## config.mk

```make
export PLATFORM = sky130hd
export DESIGN_NAME = snake_body
export DESIGN_NICKNAME = d
export VERILOG_FILES = /design/src/rtl/snake_pkg.sv /design/src/rtl/snake_ring.sv /design/src/rtl/snake_body.sv
export SDC_FILE = /design/constraint.sdc
export NUM_CORES = 1
export LEC_CHECK = 0
export ABC_AREA = 0
export BUFFER_PORTS_ARGS = -buffer_cell sky130_fd_sc_hd__buf_2
export CAP_MARGIN = 20
export CORE_MARGIN = 2
export CORE_UTILIZATION = 60
export CTS_BUF_LIST = sky130_fd_sc_hd__clkbuf_2 sky130_fd_sc_hd__clkbuf_4 sky130_fd_sc_hd__clkbuf_8
export CTS_CLUSTER_SIZE = 30
export DETAILED_ROUTE_END_ITERATION = 12
export GPL_ROUTABILITY_DRIVEN = 0
export GPL_TIMING_DRIVEN = 0
export HOLD_SLACK_MARGIN = 0.02
export PLACE_DENSITY = 0.81
export SLEW_MARGIN = 20
export SYNTH_ARGS = -nofsm -noshare
export SYNTH_HDL_FRONTEND = slang
export SYNTH_SLANG_ARGS = --single-unit
```

## constraint.sdc

```tcl
create_clock -name clk -period 6.1 [get_ports clk]
set_input_delay 1.83 -clock clk [delete_from_list [all_inputs] [get_ports clk]]
set_output_delay 1.83 -clock clk [all_outputs]
set_load 0.03 [all_outputs]
```

## src/rtl/snake_pkg.sv

```systemverilog
// snake_pkg: shared grid types, start position and move/wall helpers for the snake
package snake_pkg;

    typedef enum logic [1:0] {RIGHT, DOWN, LEFT, UP} dir_t;

    localparam int GRID_W = 20;
    localparam int GRID_H = 11;

    typedef logic [4:0] coord_x_t;
    typedef logic [3:0] coord_y_t;

    typedef struct packed {
        coord_x_t x;
        coord_y_t y;
    } cell_t;

    localparam coord_x_t START_X = 5'd10;
    localparam coord_y_t START_Y = 4'd6;
    localparam coord_x_t WALL_X  = coord_x_t'(GRID_W + 1);
    localparam coord_y_t WALL_Y  = coord_y_t'(GRID_H + 1);

    // Neighbouring cell one step in direction d; y grows downwards.
    function automatic cell_t step_cell(cell_t c, dir_t d);
        cell_t n;
        n = c;
        n.x = (d == RIGHT) ? c.x + 5'd1 : (d == LEFT) ? c.x - 5'd1 : c.x;
        n.y = (d == DOWN) ? c.y + 4'd1 : (d == UP) ? c.y - 4'd1 : c.y;
        return n;
    endfunction

    // The playfield is bordered by a one-cell wall ring.
    function automatic logic is_wall(cell_t c);
        return c.x == 5'd0 || c.x == WALL_X || c.y == 4'd0 || c.y == WALL_Y;
    endfunction

endpackage

```

## src/rtl/snake_ring.sv

```systemverilog
// snake_ring: ring buffer of snake cells, one sync write port and one comb read port
module snake_ring
    import snake_pkg::*;
#(
    parameter int MAX_LEN  = 32,
    parameter int INIT_LEN = 3,
    parameter int AW       = $clog2(MAX_LEN)
) (
    input  logic          clk,
    input  logic          rst,
    input  logic          we,
    input  logic [AW-1:0] waddr,
    input  logic [8:0]    wdata,
    input  logic [AW-1:0] raddr,
    output logic [8:0]    rdata
);

    logic [8:0] mem [MAX_LEN];

    // Reset lays the body out leftwards from the start cell, tail at slot 0, head at INIT_LEN-1.
    always_ff @(posedge clk) begin
        if (rst) begin
            for (int i = 0; i < MAX_LEN; i++)
                mem[i] <= (i < INIT_LEN) ? {START_X - 5'(INIT_LEN - 1 - i), START_Y} : 9'd0;
        end else if (we) begin
            mem[waddr] <= wdata;
        end
    end

    assign rdata = mem[raddr];

endmodule

```

## src/rtl/snake_body.sv

```systemverilog
// snake_body: moves the snake one cell per step and streams its segments head to tail
module snake_body
    import snake_pkg::*;
#(
    parameter int MAX_LEN  = 32,
    parameter int INIT_LEN = 3
) (
    input  logic       clk,
    input  logic       rst,
    input  logic       i_step,
    input  logic [1:0] i_dir,
    input  logic       i_eat,
    output logic [4:0] o_snake_x,
    output logic [3:0] o_snake_y,
    output logic       o_snake_first,
    output logic       o_snake_last,
    output logic       o_snake_valid,
    output logic       o_busy,
    output logic [5:0] o_length,
    output logic       o_dead
);

    localparam int AW = $clog2(MAX_LEN);

    typedef enum logic [1:0] {IDLE, MOVE, STREAM, DEAD} state_t;

    state_t        state;
    dir_t          dir;
    cell_t         head;
    cell_t         nxt;
    cell_t         rd_cell;
    logic [AW-1:0] head_ptr;
    logic [AW-1:0] tail_ptr;
    logic [AW-1:0] rd_ptr;
    logic [8:0]    rd_data;
    logic          grow_pending;
    logic          lead;
    logic          hit;
    logic          wall;
    logic          match;
    logic          is_last;
    logic          we;

    assign nxt     = step_cell(head, dir);
    assign wall    = is_wall(nxt);
    assign we      = state == MOVE && !wall;
    assign rd_cell = cell_t'(rd_data);
    assign match   = !lead && rd_cell == head;
    assign is_last = rd_ptr == tail_ptr;

    snake_ring #(.MAX_LEN(MAX_LEN), .INIT_LEN(INIT_LEN), .AW(AW)) u_ring (
        .clk   (clk),
        .rst   (rst),
        .we    (we),
        .waddr (head_ptr + AW'(1)),
        .wdata (nxt),
        .raddr (rd_ptr),
        .rdata (rd_data)
    );

    // Game FSM: latch a step, move the head, stream head-to-tail, then settle in IDLE or DEAD.
    always_ff @(posedge clk) begin
        if (rst) begin
            state         <= IDLE;
            dir           <= RIGHT;
            head          <= {START_X, START_Y};
            head_ptr      <= AW'(INIT_LEN - 1);
            tail_ptr      <= '0;
            rd_ptr        <= '0;
            grow_pending  <= 1'b0;
            lead          <= 1'b0;
            hit           <= 1'b0;
            o_length      <= 6'(INIT_LEN);
            o_dead        <= 1'b0;
            o_busy        <= 1'b0;
            o_snake_x     <= '0;
            o_snake_y     <= '0;
            o_snake_first <= 1'b0;
            o_snake_last  <= 1'b0;
            o_snake_valid <= 1'b0;
        end else begin
            o_snake_x     <= '0;
            o_snake_y     <= '0;
            o_snake_first <= 1'b0;
            o_snake_last  <= 1'b0;
            o_snake_valid <= 1'b0;
            if (i_eat && state != DEAD && o_length < 6'(MAX_LEN))
                grow_pending <= 1'b1;
            case (state)
                IDLE: begin
                    if (i_step) begin
                        state  <= MOVE;
                        o_busy <= 1'b1;
                        if (i_dir != (dir ^ 2'd2))
                            dir <= dir_t'(i_dir);
                    end
                end
                MOVE: begin
                    if (wall) begin
                        state  <= DEAD;
                        o_dead <= 1'b1;
                    end else begin
                        state        <= STREAM;
                        head         <= nxt;
                        head_ptr     <= head_ptr + AW'(1);
                        rd_ptr       <= head_ptr + AW'(1);
                        lead         <= 1'b1;
                        hit          <= 1'b0;
                        grow_pending <= 1'b0;
                        if (grow_pending && o_length < 6'(MAX_LEN))
                            o_length <= o_length + 6'd1;
                        else
                            tail_ptr <= tail_ptr + AW'(1);
                    end
                end
                STREAM: begin
                    o_snake_valid <= 1'b1;
                    o_snake_x     <= rd_cell.x;
                    o_snake_y     <= rd_cell.y;
                    o_snake_first <= lead;
                    o_snake_last  <= is_last;
                    lead          <= 1'b0;
                    rd_ptr        <= rd_ptr - AW'(1);
                    hit           <= hit | match;
                    if (is_last) begin
                        state  <= (hit | match) ? DEAD : IDLE;
                        o_busy <= hit | match;
                    end
                end
                DEAD: o_dead <= 1'b1;
            endcase
        end
    end

endmodule

```

---- Word level (Yosys, flattened, before mapping) ----
Memories as Yosys holds them, arrays and structs flattened. A register that Yosys moved wholly into a read port is not among the register bits.
Index checks and enable logic that the tools add are counted.
Widths: inputs -> output; s select.
operators by class
  equality and inequality tests ........... 16
  muxes and demuxes ....................... 34
  bitwise gates (word level) .............. 5
  add/subtract/negate cells ............... 8
  order comparisons ....................... 1
  reductions and logical operators ........ 28
operators by type and width
  cell                 number
  $mux 5               6
  $mux 1               16
  $add 5x1->5 const B  3
  $reduce_and 3->1     5
  $ne 2x2->1 const B   5
  $pmux 5 s2           1
  $sub 5x1->5 const B  2
  $eq 9x9->1           1
  $mux 9               1
  $reduce_or 9->1      1
  $eq 2x2->1 const B   4
  $mux 4               2
  $pmux 1 s2           4
  $add 6x1->6 const B  1
  $lt 6x6->1 const B   1
  $mux 2               3
  $pmux 2 s3           1
  $reduce_and 2->1     3
  $reduce_bool 2->1    3
  $eq 5x5->1           1
  $eq 5x5->1 const B   1
  $logic_and 1x1->1    5
  $logic_not 5->1      1
  $add 4x1->4 const B  1
  12 further kinds     20
word-level totals
  logic and storage cells ................. 111
  bits in writable memories ............... 288
  register bits after elaboration ......... 51
  memories ................................ 1
memory list
  memory      words  width  rd ports  clocked after memory_dff  write ports  line              source
  u_ring.mem  32     9      1         1                         32           snake_ring.sv:18  logic [8:0] mem [MAX_LEN];

---- Depth between registers and ports, before layout ----
Gate-level depths: netlist of run 1.
  depth in word-level cells ............... 14
  depth in mapped cells ................... 14
  depth with buffers taken out ............ 11

---- Hierarchy ----
A second synthesis of run 1 with hierarchy kept.
second synthesis, totals
  cells, all modules ...................... 1143
  area, all modules ....................... 16165.5 um2
modules (own cells, without submodules)
  module      area an instance (um2)  cells an instance  times used
  snake_ring  13245.2                 807                1
  snake_body  2920.3                  336                1

---- Least setup slack after synthesis of run 1 ----
No wires, ideal clock.
  path kind ............................... register -> register
  start ................................... reg head[1] (netlist name)
  end ..................................... mem u_ring.mem[30][0], enable pin
  buffers on the path ..................... 3
  arrival time ............................ 2.869 ns
  data required time ...................... 5.759 ns
  cell stages (with the launch flop) ...... 15
  setup slack ............................. 2.890 ns
  cell sequence ........................... dfxtp_1 -> clkbuf_1 -> inv_1 -> ha_1 -> mux2_2 -> nand2_1 -> xor2_1 -> xor2_1 -> o22ai_2 -> or2_1 -> buf_2 -> nor3b_1 -> buf_4 -> nand2_2 -> nand2b_1
RTL lines
  what                    line               source
  start, declared         snake_body.sv:29   cell_t head;
  start signal, assigned  snake_body.sv:66   head <= {START_X, START_Y};
  start signal, assigned  snake_body.sv:104  head <= nxt;
  end, declared           snake_ring.sv:18

==> results of run 1 <==
[power groups by stage]
stage	Clock, W	Sequential, W	Combinational, W
4_1_cts	0.00184	0.00283	0.00266
3_5_place_dp	0	0.00288	0.00265
2_1_floorplan	0	0.00287	0.00168
6_report	0.00185	0.00283	0.00278
3_3_place_gp	0	0.00287	0.00262
5_1_grt	0.00194	0.00285	0.00288
[cells in the final DEF, fill, tap and decap left out, drive strengths merged, types with 23 or more instances in the layout]
cell and n:
nor2 335, edfxtp 288, clkbuf 123, mux2i 86, nand2 82, dfxtp 56
buf 53, nand2b 43, mux4 36, a22oi 34, a21oi 25, xnor2 23
[routing by layer]
metal | global-route usage | wire length (um) | vias to the layer above
met4 | 0.156 | 2400 | 0
met3 | 0.101 | 6460 | 161
met5 | 0 | 0 | -
met1 | 0.441 | 15600 | 5269
met2 | 0.505 | 19600 | 865
li1 | - | - | 4674
[logic make-up after synthesis]
logic type | count (synthesis) | share of synthesized area
simple gates | 540 | 0.156
flops | 344 | 0.627
mux | 124 | 0.109
compound gates | 107 | 0.0459
buf+inv | 95 | 0.0261
xor+xnor | 41 | 0.0235
fa+ha+maj | 16 | 0.0129
[worst min-delay path, cell delays in order, from the launching register on]
cell and delay [ns]:
dfxtp_1 0.31, inv_1 0.05, a21oi_1 0.05
[final cells by class]
| type | instances | share of cell area |
|---|---|---|
| multi-input combinational | 828 | 0.316 |
| inverter | 15 | 0.00329 |
| sequential | 344 | 0.571 |
| timing repair buffer | 25 | 0.00731 |
| clock buffer | 71 | 0.0513 |
| tap | 330 | 0.0241 |
| clock inverter | 21 | 0.00702 |
| buffer | 80 | 0.0205 |
[flip-flops by register name, indices dropped and copies added, names as in the netlist, 2 cells and up, named ones only]
register,count
dir,2
head,9
head_ptr,5
o_length,6
o_snake_x,5
o_snake_y,4
rd_ptr,5
state,2
tail_ptr,5
u_ring.mem,288
[Yosys cell counts (6+ instances only)]
master / number
nand2_2: 29
mux4_2: 36
ha_1: 16
and3_1: 6
and2_1: 15
buf_4: 8
a22oi_1: 34
clkbuf_1: 52
nor2_1: 335
mux2i_1: 86
a211oi_1: 6
xor2_1: 17
edfxtp_1: 288
o21ai_0: 11
nor2b_1: 11
dfxtp_1: 56
a211o_1: 6
a31oi_1: 6
nand3_1: 17
nand2b_1: 43
a21oi_1: 25
nand4_1: 6
buf_2: 16
xnor2_1: 23
o22ai_1: 8
nand2_1: 53
inv_1: 15
[how the worst max path moves through the flow]
stage | from | to | slack, ns | cells past startpoint
floorplan | head[1] | u_ring.mem[30][0] | 2.89 | 14
global placement | head[4] | u_ring.mem[10][5] | 1.94 | 14
detailed placement | head[4] | u_ring.mem[10][8] | 1.89 | 14
CTS | head[4] | u_ring.mem[10][8] | 1.83 | 14
global route | head[4] | u_ring.mem[10][8] | 1.53 | 14
finish | register | state[1] | 1.72 | 10
[metrics by stage]
step | power (W) | instance area (um2) | utilization | cells
floorplan | 0.00455 | 15600 | - | 1267
global placement | 0.00548 | 16100 | 0.636 | 1622
detailed placement | 0.00552 | 16100 | 0.636 | 1622
CTS | 0.00733 | 17100 | 0.676 | 1714
global route | 0.00766 | 17100 | 0.676 | 1714
finish | 0.00746 | 17100 | 0.676 | 1714
==> results.py, run 1 <==
metrics = {
    "status": {
        "status": "finished clean",
    },
    "sta": {
        "setup_slack_ns": 1.72,
        "slew_violations": 0,
        "finClkSkew_ns": 0.0220,
        "hold_viol_final": 0,
        "worstMarginPinSlew_ns": 1.03,
        "max_slew_margin": 0.312,
        "setup_tns_ns": 0,
        "grt_setup_unrepaired": "no",
        "hold_slack_ns": 0.454,
        "fmax_mhz": 228,
        "setup_viol": 0,
        "period_needed_ns": 4.38,
        "fin_crit_sh": 0.718,
    },
    "global_route": {
        "antenna_found_initial": 0,
        "grt_first_pass_wirelength_um": 64200,
        "global_route.usage.total": 0.332,
        "grt_max_degree": 14,
        "grt_overflow": 0,
        "grt_pass1_vias": 10400,
    },
    "floorplanning": {
        "fp.dieW_um": 165,
        "io_pins": 26,
        "core_area_mm2": 0.0253,
        "rows": 58,
        "dieArea_mm2": 0.0273,
        "die_height_um": 165,
        "initial_core_util": 0.615,
    },
    "min_path": {
        "hold_start": "o_dead",
        "hold_depth": 2,
        "worstHoldPathType": "reg2reg",
        "holdPathEnd": "o_dead",
    },
    "setup_path": {
        "r2r-end": "state[1]",
        "worstSetupEndpointType": "register",
        "r2r_slack_ns": 1.72,
        "setup.worst_path.start_class": "register",
        "critPathRequiredTime_ns": 6.60,
        "critPathTopFamily": "simple AND/OR/NAND/NOR gates",
        "cp_common_cell": "clkbuf_1",
        "cp_num_buf_inv": 2,
        "critPathKind": "reg2reg",
        "critPathMaxStageDelay_ns": 0.76,
        "path_cells": "clkbuf_1, clkbuf_1, nand2b_1, o22ai_1, nor4_1, xnor2_1, o21ai_0, nor4b_1, a21oi_1, o32ai_1",
        "r2r_cells": 10,
        "slowest_stage": "clkbuf_1",
        "arrival_ns": 4.87,
        "path_max_fanout": 10,
    },
    "route": {
        "postRouteAntennaNets": 0,
        "via_per_inst": 6.40,
        "drc": 0,
        "first_iter_violations": 1597,
        "finalWirelength_um": 44100,
        "firstDrtPassIters": 8,
        "routed-via-count": 11000,
        "wl_per_cell_um": 25.7,
    },
    "synthesis": {
        "syn_inst": 1267,
        "synth-edff-count": 288,
        "syn-num-nets": 1289,
        "ys_types": 51,
        "avgSynthCellArea_um2": 12.3,
        "async_flop_share": 0,
        "yosysSeqAreaShare": 0.627,
        "yosys_warnings": 0,
        "ys_ff_latch": 344,
        "netlist_area_mm2": 0.0156,
        "ys.flop_type": "edfxtp_1",
        "yosys.area.top_type": "edfxtp_1",
        "synth_top_area_share": 0.555,
        "synth_area_leaders": "edfxtp_1 (56%), nor2_1 (8.1%), dfxtp_1 (7.2%)",
    },
    "clocking": {
        "post_cts.repair.setup_buffers": 0,
        "cts_tree": "built",
        "numCtsBuffers": 52,
        "clk_latency_ns": 0.59,
        "clk_path_buf_depth": 3,
        "cts_hold_buf": 0,
        "post_cts_resize_count": 0,
        "htreeDepth": 2,
        "clkTransAtPathRegs_ns": 0.06,
        "cts-root-buf": "clkbuf_8",
        "cts_sinks": 344,
    },
    "placement": {
        "io_buffer_count": 25,
        "place_hpwl_um": 29800,
        "post-place-ws_ns": 1.89,
    },
    "pwr": {
        "p_switching_w": 0.00294,
        "p_leak_nw": 6.26,
        "internal_power_w": 0.00452,
        "combPwrFrac": 0.372,
        "seqPwrFrac": 0.380,
        "ir_drop_mv": 0.322,
        "power.share.switching": 0.395,
        "power.density_mw_per_mm2": 436,
        "clockPowerShare": 0.248,
    },
    "finish": {
        "drive_gt1_frac": 0.146,
        "final_nets": 1368,
        "multi_input_area_mm2": 0.00540,
        "area_delta_synth_final_pct": 9.86,
        "regArea_mm2": 0.00977,
        "antennaDiodeCount": 0,
        "nFillCells": 1755,
    },
    "flow_run": {
        "drv_cap": 0,
    },
}
(Power assumes the default switching activity.)
==> run 2, diff against run 1 <==
Settings changed: ABC_AREA 0 to 1.
Clock period 6.1 ns to 4.1 ns, I/O delays scaled along.
==> run 2 against run 1 <==
Compared with the run above:
- synthesized cell count grew 34%
- critical path type unchanged
- register-to-register slack lost 1.4 ns
- flip-flop and latch count is the same
- sequential share of layout area shrank 0.80 points
- largest cell class unchanged
- via count grew 23%
- first-iteration DRC count grew 35%
- area after synthesis grew 1.2%
- cell area grew 1.4%
- clock-buffer cell count grew 11
- non-clock buffer count grew 15
- critical endpoint is now u_ring.mem[31][8]
==> results.py, run 2 <==
metrics = {
    "status": {
        "status": "finished clean",
    },
    "floorplanning": {
        "initial_core_util": 0.608,
        "core_area_mm2": 0.0259,
        "fp.dieW_um": 166,
        "dieArea_mm2": 0.0276,
        "io_pins": 26,
        "rows": 59,
        "die_height_um": 166,
    },
    "sta": {
        "setup_viol": 0,
        "hold_viol_final": 0,
        "fmax_mhz": 266,
        "grt_setup_unrepaired": "no",
        "worstMarginPinSlew_ns": 1.24,
        "finClkSkew_ns": 0.0320,
        "slew_violations": 0,
        "fin_crit_sh": 0.918,
        "period_needed_ns": 3.76,
        "setup_tns_ns": 0,
        "max_slew_margin": 0.168,
    },
    "finish": {
        "layout_common_cells": "nand2_1 (470), nor2_1 (312), edfxtp_1 (288)",
        "final_common_cell": "nand2_1",
        "largest_reg_flops": 288,
        "fin_area_mm2": 0.0174,
        "nFillCells": 1992,
        "area_delta_synth_final_pct": 10.1,
        "reg.largest.list": "u_ring.mem x288, head x9, o_length x6",
        "largest_register": "u_ring.mem",
        "final_nets": 1806,
        "antennaDiodeCount": 0,
        "drive_gt1_frac": 0.105,
        "final_util": 0.670,
    },
    "synthesis": {
        "syn_inst": 1703,
        "synth_top_area_share": 0.549,
        "synth_xor_area_frac": 0.00929,
        "synth_top_family_by_area": "simple AND/OR/NAND/NOR gates",
        "avgSynthCellArea_um2": 9.25,
        "synth-simple-area-share": 0.290,
        "synth_area_leaders": "edfxtp_1 (55%), nand2_1 (11%), nand3_1 (8.2%)",
        "syn-num-nets": 1725,
        "yosys.area.top_type": "edfxtp_1",
        "ys_types": 39,
        "yosysSeqAreaShare": 0.620,
        "async_flop_share": 0,
        "ys.flop_type": "edfxtp_1",
        "ys_top_cells_by_count": "nand2_1 (470), nor2_1 (312), edfxtp_1 (288)",
        "muxShareOfSynthArea": 0,
        "synth_fa_ha_area_frac": 0.0127,
        "synth-edff-count": 288,
        "ys_ff_latch": 344,
        "yosys_warnings": 0,
        "netlist_area_mm2": 0.0158,
        "yosysMostFrequentCell": "nand2_1",
        "synth_compound_area_frac": 0.0279,
    },
    "placement": {
        "post_dp_cell_area_mm2": 0.0163,
        "place_hpwl_um": 33500,
        "io_buffer_count": 24,
    },
    "route": {
        "routed-via-count": 13500,
        "firstDrtPassIters": 9,
        "wl_per_cell_um": 23.5,
        "first_iter_violations": 2153,
        "drc": 0,
        "finalWirelength_um": 50800,
        "via_per_inst": 6.24,
        "postRouteAntennaNets": 0,
    },
    "setup_path": {
        "path_cells": "inv_1, ha_1, nand3_1, o21ai_2, xor2_2, nand2_1, nand4_1, nand3_2, inv_2, nand2_2, nor2_4, nand2_2, nand2_1",
        "critPathMaxStageDelay_ns": 0.54,
        "setup.worst_path.start_class": "register",
        "slowest_stage": "xor2_2",
        "cp_num_buf_inv": 2,
        "critPathKind": "reg2reg",
        "worstSetupEndpointType": "register",
        "path_max_fanout": 10,
        "arrival_ns": 4.01,
        "critPathRequiredTime_ns": 4.35,
        "critPathTopFamily": "simple AND/OR/NAND/NOR gates",
    },
    "pwr": {
        "seqPwrFrac": 0.348,
        "ir_drop_mv": 0.443,
        "internal_power_w": 0.00658,
        "finalPower_w": 0.0120,
        "clockPowerShare": 0.238,
        "power.density_mw_per_mm2": 691,
        "power.share.switching": 0.451,
        "combPwrFrac": 0.413,
        "p_switching_w": 0.00541,
        "p_leak_nw": 7.07,
    },
    "clocking": {
        "clk_latency_ns": 0.61,
        "cts_hold_buf": 0,
        "post_cts_resize_count": 0,
        "htreeDepth": 2,
        "cts_tree": "built",
        "post_cts.repair.setup_buffers": 0,
        "clk_path_buf_depth": 3,
        "cts-root-buf": "clkbuf_8",
        "clkTransAtPathRegs_ns": 0.06,
        "numCtsBuffers": 53,
        "cts_sinks": 344,
    },
    "global_route": {
        "global_route.usage.total": 0.368,
        "grt_max_degree": 15,
        "grt_overflow": 0,
        "grt_pass1_vias": 12900,
        "grt_first_pass_wirelength_um": 75400,
        "antenna_found_initial": 1,
    },
    "flow_run": {
        "drv_cap": 0,
    },
    "min_path": {
        "worstHoldPathType": "reg2reg",
    },
}
run 2: area by class of cell:
type	instances	area, um2	area share
flip-flops and latches	344	9770	0.563
inverters	63	246	0.0142
well taps	335	419	0.0241
clock buffers	82	960	0.0553
multi-input cells	1202	5360	0.309
clock inverters	18	88.8	0.00512
repair buffers	26	130	0.00750
plain buffers	94	382	0.0220
run 2: routing by layer:
layer / track usage / up-vias / share of wire
met2: 0.547 / 1171 / 0.42
met1: 0.464 / 6166 / 0.34
met4: 0.217 / 4 / 0.072
li1: - / 5867 / -
met5: 0 / - / 0.00041
met3: 0.135 / 285 / 0.17
run 2: cell families (layout without fill, tap and decap cells):
| family | Yosys count | in the layout |
|---|---|---|
| AOI/OAI and AO/OA | 75 | 75 |
| buffers and inverters | 157 | 283 |
| and+or+nand+nor | 1096 | 1096 |
| adders and majority gates | 16 | 16 |
| DFF | 344 | 344 |
| xor gates and xnor gates | 15 | 15 |
run 2: worst register-to-register path, stage by stage, from the launching register on:
cell and delay (ns):
dfxtp_1 0.36, inv_1 0.15, ha_1 0.16, nand3_1 0.13, o21ai_2 0.18, xor2_2 0.54
nand2_1 0.12, nand4_1 0.19, nand3_2 0.16, inv_2 0.12, nand2_2 0.10, nor2_4 0.43
nand2_2 0.31, nand2_1 0.48
run 2: power groups by stage:
stage / clock, W / sequential [W] / combinational (W)
2_1_floorplan: 0 / 0.00423 / 0.00268
3_3_place_gp: 0 / 0.00423 / 0.00442
3_5_place_dp: 0 / 0.00424 / 0.00451
4_1_cts: 0.00282 / 0.00417 / 0.00453
5_1_grt: 0.00298 / 0.00419 / 0.00511
6_report: 0.00286 / 0.00417 / 0.00496
run 2: metrics by stage:
step,hold WS [ns],setup WS [ns],instances
floorplan,0.437,1.41,1703
global placement,0.462,0.215,2062
detailed placement,0.476,0.469,2064
CTS,0.494,0.478,2164
global route,0.521,0.213,2164
finish,0.497,0.337,2164
run 2: path summary, 6_finish.rpt:
path / start / end / slack (ns) / depth (start not counted)
min: grow_pending / grow_pending / 0.50 / 2
max reg2reg: head[4] / u_ring.mem[31][8] / 0.34 / 13
min reg2reg: grow_pending / grow_pending / 0.50 / 2
max: head[4] / u_ring.mem[31][8] / 0.34 / 13
==> run 3, diff against run 2 <==
Settings changed: CELL_PAD_IN_SITES_DETAIL_PLACEMENT from default to 1, CELL_PAD_IN_SITES_GLOBAL_PLACEMENT from default to 2, CORE_UTILIZATION 60 to 42, PLACE_DENSITY 0.81 to 0.86.
==> run 3 against run 2 <==
Compared with the run above:
- sequential share of layout area fell by 0.72 points
- first-iteration DRC count fell by 40%
- highest routed layer is now met4
- hold slack got worse by 0.015 ns
- register-to-register slack got worse by 0.19 ns
- non-clock buffer count fell by 2
- clock skew fell by 0.016 ns
- sequential power barely moved
==> results.py, run 3 (synthesis results as in run 2) <==
metrics = {
    "placement": {
        "post_dp_cell_area_mm2": 0.0165,
        "io_buffer_count": 24,
        "place_hpwl_um": 41000,
    },
    "finish": {
        "antennaDiodeCount": 0,
        "reg.largest.list": "u_ring.mem x288, head x9, o_length x6",
        "largest_register": "u_ring.mem",
        "final_common_cell": "nand2_1",
        "area_delta_synth_final_pct": 11.6,
        "fin_area_mm2": 0.0176,
        "final_util": 0.478,
        "drive_gt1_frac": 0.106,
        "layout_common_cells": "nand2_1 (469), nor2_1 (312), edfxtp_1 (288)",
        "final_nets": 1810,
        "largest_reg_flops": 288,
    },
    "floorplanning": {
        "dieArea_mm2": 0.0391,
        "rows": 70,
        "die_height_um": 198,
        "core_area_mm2": 0.0368,
        "io_pins": 26,
        "initial_core_util": 0.428,
        "fp.dieW_um": 198,
    },
    "route": {
        "met3_length_um": 5040,
        "highest_layer": "met4",
        "via_per_inst": 5.74,
        "wl_met2_um": 27300,
        "wl_met1_um": 24400,
        "drc": 0,
        "first_iter_violations": 1292,
        "finalWirelength_um": 60100,
        "firstDrtPassIters": 5,
        "postRouteAntennaNets": 0,
        "routed-via-count": 13200,
        "wl_per_cell_um": 26.1,
    },
    "clocking": {
        "clk_latency_ns": 0.67,
        "numCtsBuffers": 59,
        "clkTransAtPathRegs_ns": 0.06,
        "post_cts.repair.setup_buffers": 0,
        "cts_hold_buf": 0,
        "cts_tree": "built",
        "clk_path_buf_depth": 3,
        "cts-root-buf": "clkbuf_8",
        "htreeDepth": 2,
        "post_cts_resize_count": 0,
        "cts_sinks": 344,
    },
    "setup_path": {
        "r2r_cells": 13,
        "r2r_slack_ns": 0.15,
        "setup.worst_path.start_class": "register",
        "critPathMaxStageDelay_ns": 0.60,
        "critPathKind": "reg2reg",
        "slowest_stage": "xor2_2",
        "path_cells": "inv_1, ha_1, nand3_1, o21ai_2, xor2_2, nand2_1, nand4_1, nand3_2, inv_2, nand2_2, nor2_4, nand2_2, nand2_1",
        "arrival_ns": 4.26,
        "r2r_start": "head[5]",
        "critPathRequiredTime_ns": 4.41,
        "worstSetupEndpointType": "register",
        "path_max_fanout": 10,
        "crit_start": "head[5]",
        "r2r-end": "u_ring.mem[27][1]",
    },
    "sta": {
        "max_slew_margin": 0.182,
        "fmax_mhz": 253,
        "setup_viol": 0,
        "finClkSkew_ns": 0.0161,
        "slew_violations": 0,
        "grt_setup_unrepaired": "no",
        "period_needed_ns": 3.95,
        "setup_tns_ns": 0,
        "hold_slack_ns": 0.482,
        "worstMarginPinSlew_ns": 1.23,
        "hold_viol_final": 0,
        "fin_crit_sh": 0.964,
    },
    "pwr": {
        "power.share.switching": 0.462,
        "power.density_mw_per_mm2": 703,
        "internal_power_w": 0.00665,
        "ir_drop_mv": 0.367,
        "p_leak_nw": 7.07,
        "seqPwrFrac": 0.338,
        "clockPowerShare": 0.244,
        "finalPower_w": 0.0124,
        "p_switching_w": 0.00572,
        "combPwrFrac": 0.418,
    },
    "global_route": {
        "global_route.usage.total": 0.312,
        "grt_first_pass_wirelength_um": 86200,
        "grt_pass1_vias": 13200,
        "grt_max_degree": 16,
        "grt_overflow": 0,
        "antenna_found_initial": 0,
    },
    "min_path": {
        "hold_start": "head_ptr[4]",
        "holdPathEnd": "head_ptr[4]",
        "hold_depth": 2,
        "worstHoldPathType": "reg2reg",
    },
    "status": {
        "status": "finished clean",
    },
    "flow_run": {
        "drv_cap": 0,
    },
}
run 3: metrics by stage:
stage	worst slack (ns)	std cells
CTS	0.185	2299
finish	0.147	2299
global route	0.0323	2299
detailed placement	0.223	2195
global placement	-0.0343	2195
floorplan	1.41	1703
run 3: how the worst max path moves through the flow:
stage	endpoint	cells after the start
3_3_place_gp	u_ring.mem[30][1]	12
3_5_place_dp	u_ring.mem[4][4]	12
5_1_grt	u_ring.mem[3][6]	13
2_1_floorplan	u_ring.mem[24][0]	12
6_report	u_ring.mem[27][1]	13
4_1_cts	u_ring.mem[4][5]	12
run 3: power groups by stage:
stage	Sequential, W	Clock (W)	Combinational (W)
final	0.00418	0.00301	0.00517
after global routing	0.00421	0.00317	0.00541
after floorplan	0.00423	0	0.00268
after CTS	0.00418	0.00303	0.00503
after global placement	0.00424	0	0.00493
after detailed placement	0.00426	0	0.00501
run 3: metal layers:
metal  up-vias  track usage
met5         -            0
met4         0        0.167
met3       165       0.0526
met2       616        0.495
met1      6550        0.411
li1       5867            -
run 3: area by class of cell:
class                           instances  area, um2
Fill cell                            4274      19200
Sequential cell                       344       9770
Multi-Input combinational cell       1202       5380
Clock buffer                           83        998
Tap cell                              468        586
Buffer                                 94        382
Inverter                               63        246
Timing Repair Buffer                   24        120
Clock inverter                         21       97.6
run 3: worst max-delay path: cells and delay by family, from the launching register on:
| family | cells | cell delay [ns] |
|---|---|---|
| buf+inv | 2 | 0.28 |
| fa+ha+maj | 1 | 0.17 |
| compound gates | 1 | 0.18 |
| xor+xnor | 1 | 0.60 |
| flops | 1 | 0.38 |
| simple gates | 8 | 1.95 |
